`src/rtl/aer_key_mapper.sv`:
```
// aer_key_mapper: maps AER event addresses to SpiNNaker multicast keys, with mode switching only once the output has drained.
module aer_key_mapper #(
  parameter int          MODE_BITS     = 4,
  parameter logic [15:0] DEF_CHIP_ADDR = 16'h0200,
  parameter logic [15:0] ALT_CHIP_ADDR = 16'hFEFF,
  parameter int          CNT_BITS      = 16
) (
  input  logic                 clk,
  input  logic                 rst,
  input  logic [MODE_BITS-1:0] mode,
  input  logic [15:0]          in_data,
  input  logic                 in_vld,
  output logic                 in_rdy,
  output logic [31:0]          out_key,
  output logic                 out_vld,
  input  logic                 out_rdy,
  output logic [MODE_BITS-1:0] mode_active,
  input  logic                 cnt_clr,
  output logic [CNT_BITS-1:0]  evt_cnt,
  output logic [CNT_BITS-1:0]  drop_cnt
);
  typedef enum logic [1:0] {RUN, DRAIN, LOAD} state_t;
  localparam logic [MODE_BITS-1:0] M4 = MODE_BITS'(4);
  localparam logic [MODE_BITS-1:0] M5 = MODE_BITS'(5);
  localparam logic [MODE_BITS-1:0] M6 = MODE_BITS'(6);
  localparam logic [MODE_BITS-1:0] M12 = MODE_BITS'(12);
  state_t state, state_n;
  logic [MODE_BITS-1:0] mode_q, sub;
  logic [1:0] s;
  logic [15:0] key_lo;
  logic [31:0] key;
  logic valid_mode, in_xfer, out_xfer;
  always_comb begin
    valid_mode = mode_q < M12;
    sub = mode_q >= M6 ? mode_q - M6 : mode_q;
    s = sub[1:0];
    key_lo = sub == M4 ? {6'b0, in_data[9:0]} :
             sub == M5 ? in_data :
             {1'b0, in_data[14:8] >> s, in_data[7:1] >> s, in_data[0]};
    key = {mode_q >= M6 ? ALT_CHIP_ADDR : DEF_CHIP_ADDR, key_lo};
    in_rdy = state == RUN && mode == mode_q && (!out_vld || out_rdy);
    in_xfer = in_vld && in_rdy;
    out_xfer = out_vld && out_rdy;
    state_n = state == RUN ? (mode != mode_q ? DRAIN : RUN) :
              state == DRAIN ? (out_vld ? DRAIN : LOAD) : RUN;
  end
  assign mode_active = mode_q;
  always_ff @(posedge clk) begin
    if (!rst) begin
      state <= RUN;
      mode_q <= '0;
      out_vld <= 1'b0;
      out_key <= '0;
      evt_cnt <= '0;
      drop_cnt <= '0;
    end else begin
      state <= state_n;
      if (state == LOAD) mode_q <= mode;
      if (in_xfer && valid_mode) begin
        out_vld <= 1'b1;
        out_key <= key;
      end else if (out_xfer) out_vld <= 1'b0;
      evt_cnt <= cnt_clr ? '0 : (out_xfer && !(&evt_cnt)) ? evt_cnt + 1'b1 : evt_cnt;
      drop_cnt <= cnt_clr ? '0 : (in_xfer && !valid_mode && !(&drop_cnt)) ? drop_cnt + 1'b1 : drop_cnt;
    end
  end
endmodule
```
`config.mk`:
```
export PLATFORM = sky130hd
export DESIGN_NAME = aer_key_mapper
export DESIGN_NICKNAME = d
export VERILOG_FILES = /design/src/rtl/aer_key_mapper.sv
export SDC_FILE = /design/constraint.sdc
export NUM_CORES = 1
export LEC_CHECK = 0
export ABC_CLOCK_PERIOD_IN_PS = 3100
export CELL_PAD_IN_SITES_DETAIL_PLACEMENT = 1
export CELL_PAD_IN_SITES_GLOBAL_PLACEMENT = 1
export CORE_MARGIN = 5
export CORE_UTILIZATION = 34
export CTS_CLUSTER_SIZE = 40
export DETAILED_ROUTE_END_ITERATION = 12
export PLACE_DENSITY_LB_ADDON = 0.1
export SYNTH_ARGS = -nofsm -noshare
export SYNTH_HDL_FRONTEND = slang
export SYNTH_SLANG_ARGS = --single-unit
```
`constraint.sdc`:
```
create_clock -name clk -period 3.1 [get_ports clk]
set_input_delay 0.465 -clock clk [delete_from_list [all_inputs] [get_ports clk]]
set_output_delay 0.465 -clock clk [all_outputs]
set_load 0.02 [all_outputs]
```
==> impl_metrics.py <==
metrics = {
    "placed_design": {
        "post-place-ws_ns": 0.0729,
        "place_inst": 600,
        "placed_cell_area_sq_um": 4230,
        "io_buffer_count": 93,
        "dp_hpwl_um": 7470,
        "gp_congestion": 0.823,
    },
    "die": {
        "die_area_sq_um": 11700,
        "rows": 35,
        "io_pins": 95,
        "core-area_sq_um": 9280,
        "dieWidth_um": 108,
        "chipHeight_um": 108,
        "start_util_pct": 35.1,
    },
    "clock_network": {
        "htree_levels": 3,
        "clk_latency_ns": 0.33,
        "clkTransAtPathRegs_ns": 0.06,
        "clockBufferDepth": 2,
        "cts.hold.buffers_added": 0,
        "cts-resized-gates": 0,
        "post-cts-setup-buffers": 0,
        "clockRootBuffer": "clkbuf_8",
        "clkSinkCount": 57,
        "cts_made_buffers": 9,
        "cts_tree": "built",
    },
    "sta": {
        "setup_violations": 0,
        "rsz0062_at_grt": "false",
        "max_slew_margin_pct": 43.2,
        "worst_slew_pin_slew_ns": 0.848,
        "setup_tns_ns": 0,
        "final_max_slew_viol_count": 0,
        "fin_skew_ns": 0.0115,
        "hold_viol_final": 0,
        "timing.hold.ws_ns": 0.450,
        "fmax_mhz": 338,
        "post-route-period-util_pct": 95.6,
        "period_needed_ns": 2.96,
        "worst_slack_ns": 0.138,
    },
    "power": {
        "ir_drop_v": 0.000178,
        "power_density_nw_per_um2": 354,
        "p_leak_nw": 1.44,
    },
    "logic_synthesis": {
        "synth_area_sq_um": 3260,
        "netlist_top_cells_count": "57 x dfxtp_1, 38 x nand2_1, 30 x nor2_1, 29 x nand3_1, 25 x a21oi_1",
        "avgSynthCellArea_sq_um": 8.02,
        "synthTopCellsByArea": "dfxtp_1 35%, nand3_1 4.4%, nand2_1 4.4%",
        "yosysWarnings": 0,
        "ys_types": 54,
        "synth_top_area_share_pct": 35.0,
        "synth-edff-count": 0,
        "async_flop_share_pct": 0,
        "ys_ff_latch": 57,
        "synth.most_common_cell": "dfxtp_1",
        "synthCells": 407,
        "netlist.top_cell.by_area": "dfxtp_1",
        "synth_ff_type": "dfxtp_1",
        "yosysSeqAreaShare_pct": 35.0,
        "syn_nets": 435,
    },
    "worst_setup_path": {
        "crit_fanout": 2,
        "criticalPathCategory": "in -> out",
        "arrival_ns": 2.50,
        "endpoint_kind": "output port",
        "reg2reg_slack_ns": 0.64,
        "required_ns": 2.63,
        "critPathLaunchType": "input pin",
        "r2r-end": "drop_cnt[13]$_SDFFE_PP0P_",
        "reg2reg_from": "mode_active[2]$_SDFFE_PN0N_",
        "reg2regPathDepth": 6,
    },
    "finish": {
        "areaGrowthSynthToFinish_pct": 34.8,
        "fill_cells": 1135,
        "diodes": 0,
        "layout-drive-gt1-share_pct": 9.03,
        "finalNetCount": 510,
        "instances_no_fill": 616,
        "final_area_sq_um": 4400,
    },
    "detailed_routing": {
        "vias_per_cell": 5.34,
        "wl_per_cell_um": 16.1,
        "first_pass_iters": 4,
        "drc": 0,
        "ant_nets": 0,
        "drtIter0Drc": 70,
        "via_count": 3289,
        "totalWireLength_um": 9920,
    },
    "grt": {
        "grt_pass1_wl_um": 16400,
        "antenna_found_initial": 0,
        "grt_max_degree": 26,
        "grt_usage_pct": 17.2,
        "grt_pass1_vias": 3370,
        "grt_overflow": 0,
    },
    "min_path": {
        "hp-start": "out_key[7]$_SDFFE_PN0P_",
        "worstHoldPathType": "reg -> reg",
        "hold_path_depth": 2,
        "hold_end": "out_key[7]$_SDFFE_PN0P_",
    },
    "job": {
        "max_cap_viol_count": 0,
    },
    "run_status": {
        "status": "finished, final reports clean",
    },
}
[metrics by stage]
step	util [%]	total power, mW
global placement	45.5	0.956
floorplan	-	0.876
detailed placement	45.5	0.959
global route	47.4	1.63
finish	47.4	1.56
CTS	47.4	1.58
[report_power, final]
part	total (mW)	switching (mW)	internal, mW
combinational	0.190	0.101	0.0894
clock	0.615	0.328	0.288
sequential	0.751	0.0105	0.741
total	1.56	0.439	1.12
[sequential cells by signal, summed over array words and instances (netlist names)]
name	cells
evt_cnt	16
drop_cnt	16
mode_active	4
out_key	18
state	2
out_vld	1
[logic make-up (layout without fill, tap and decap cells)]
| logic type | Yosys count | after routing | share of synthesized area [%] |
|---|---|---|---|
| fa+ha+maj | 3 | 3 | 1.15 |
| flops | 57 | 57 | 35.0 |
| buf+inv | 46 | 126 | 7.40 |
| xor+xnor | 15 | 15 | 4.03 |
| simple gates | 177 | 177 | 28.5 |
| compound gates | 92 | 92 | 18.6 |
| other cells | 1 | 1 | 0.115 |
| mux | 16 | 16 | 5.21 |
[per-layer routing]
metal  GRT usage (%)  vias to the layer above  share of wire [%]
met5               0                        -                  0
met1            20.4                     1590                 45
met3            4.18                        7                3.2
met2            31.5                       56                 51
met4            3.70                        0               0.82
li1                -                     1636                  -
[worst max-delay path, stage by stage]
cell	delay [ns]
clkdlybuf4s50_1	0.43
xor2_1	0.17
or4_4	0.52
nor2_1	0.15
and3_1	0.17
clkdlybuf4s50_1	0.60
[worst max path at each step]
stage	cells past startpoint	slack (ns)	from	to
floorplan	7	0.68	mode_active[1]$_SDFFE_PN0N_	drop_cnt[9]$_SDFFE_PP0P_
global route	6	0.05	mode[2]	in_rdy
detailed placement	7	0.07	mode[2]	drop_cnt[13]$_SDFFE_PP0P_
global placement	6	0.17	mode[2]	in_rdy
finish	6	0.14	mode[2]	in_rdy
CTS	6	0.13	mode[2]	in_rdy
[area by class of cell]
cell class	count	area [sq um]	share of cell area (%)
clock buffers	9	124	2.82
clock inverters	7	47.5	1.08
inverters	7	26.3	0.597
multi-input cells	304	1880	42.7
flip-flops and latches	57	1140	25.9
well taps	129	161	3.67
repair buffers	103	1020	23.2
[cell usage in the layout, fill, tap and decap left out, types with 10 or more instances in the layout]
master,netlist,layout
nor2_1,30,30
nand3_1,29,29
nor3_1,13,13
nand2_1,38,38
a21oi_1,25,25
o21ai_0,15,15
nand2b_1,10,10
a31oi_1,12,12
clkdlybuf4s50_1,0,93
dfxtp_1,57,57
Note: power is estimated with default switching activity, not from simulation.
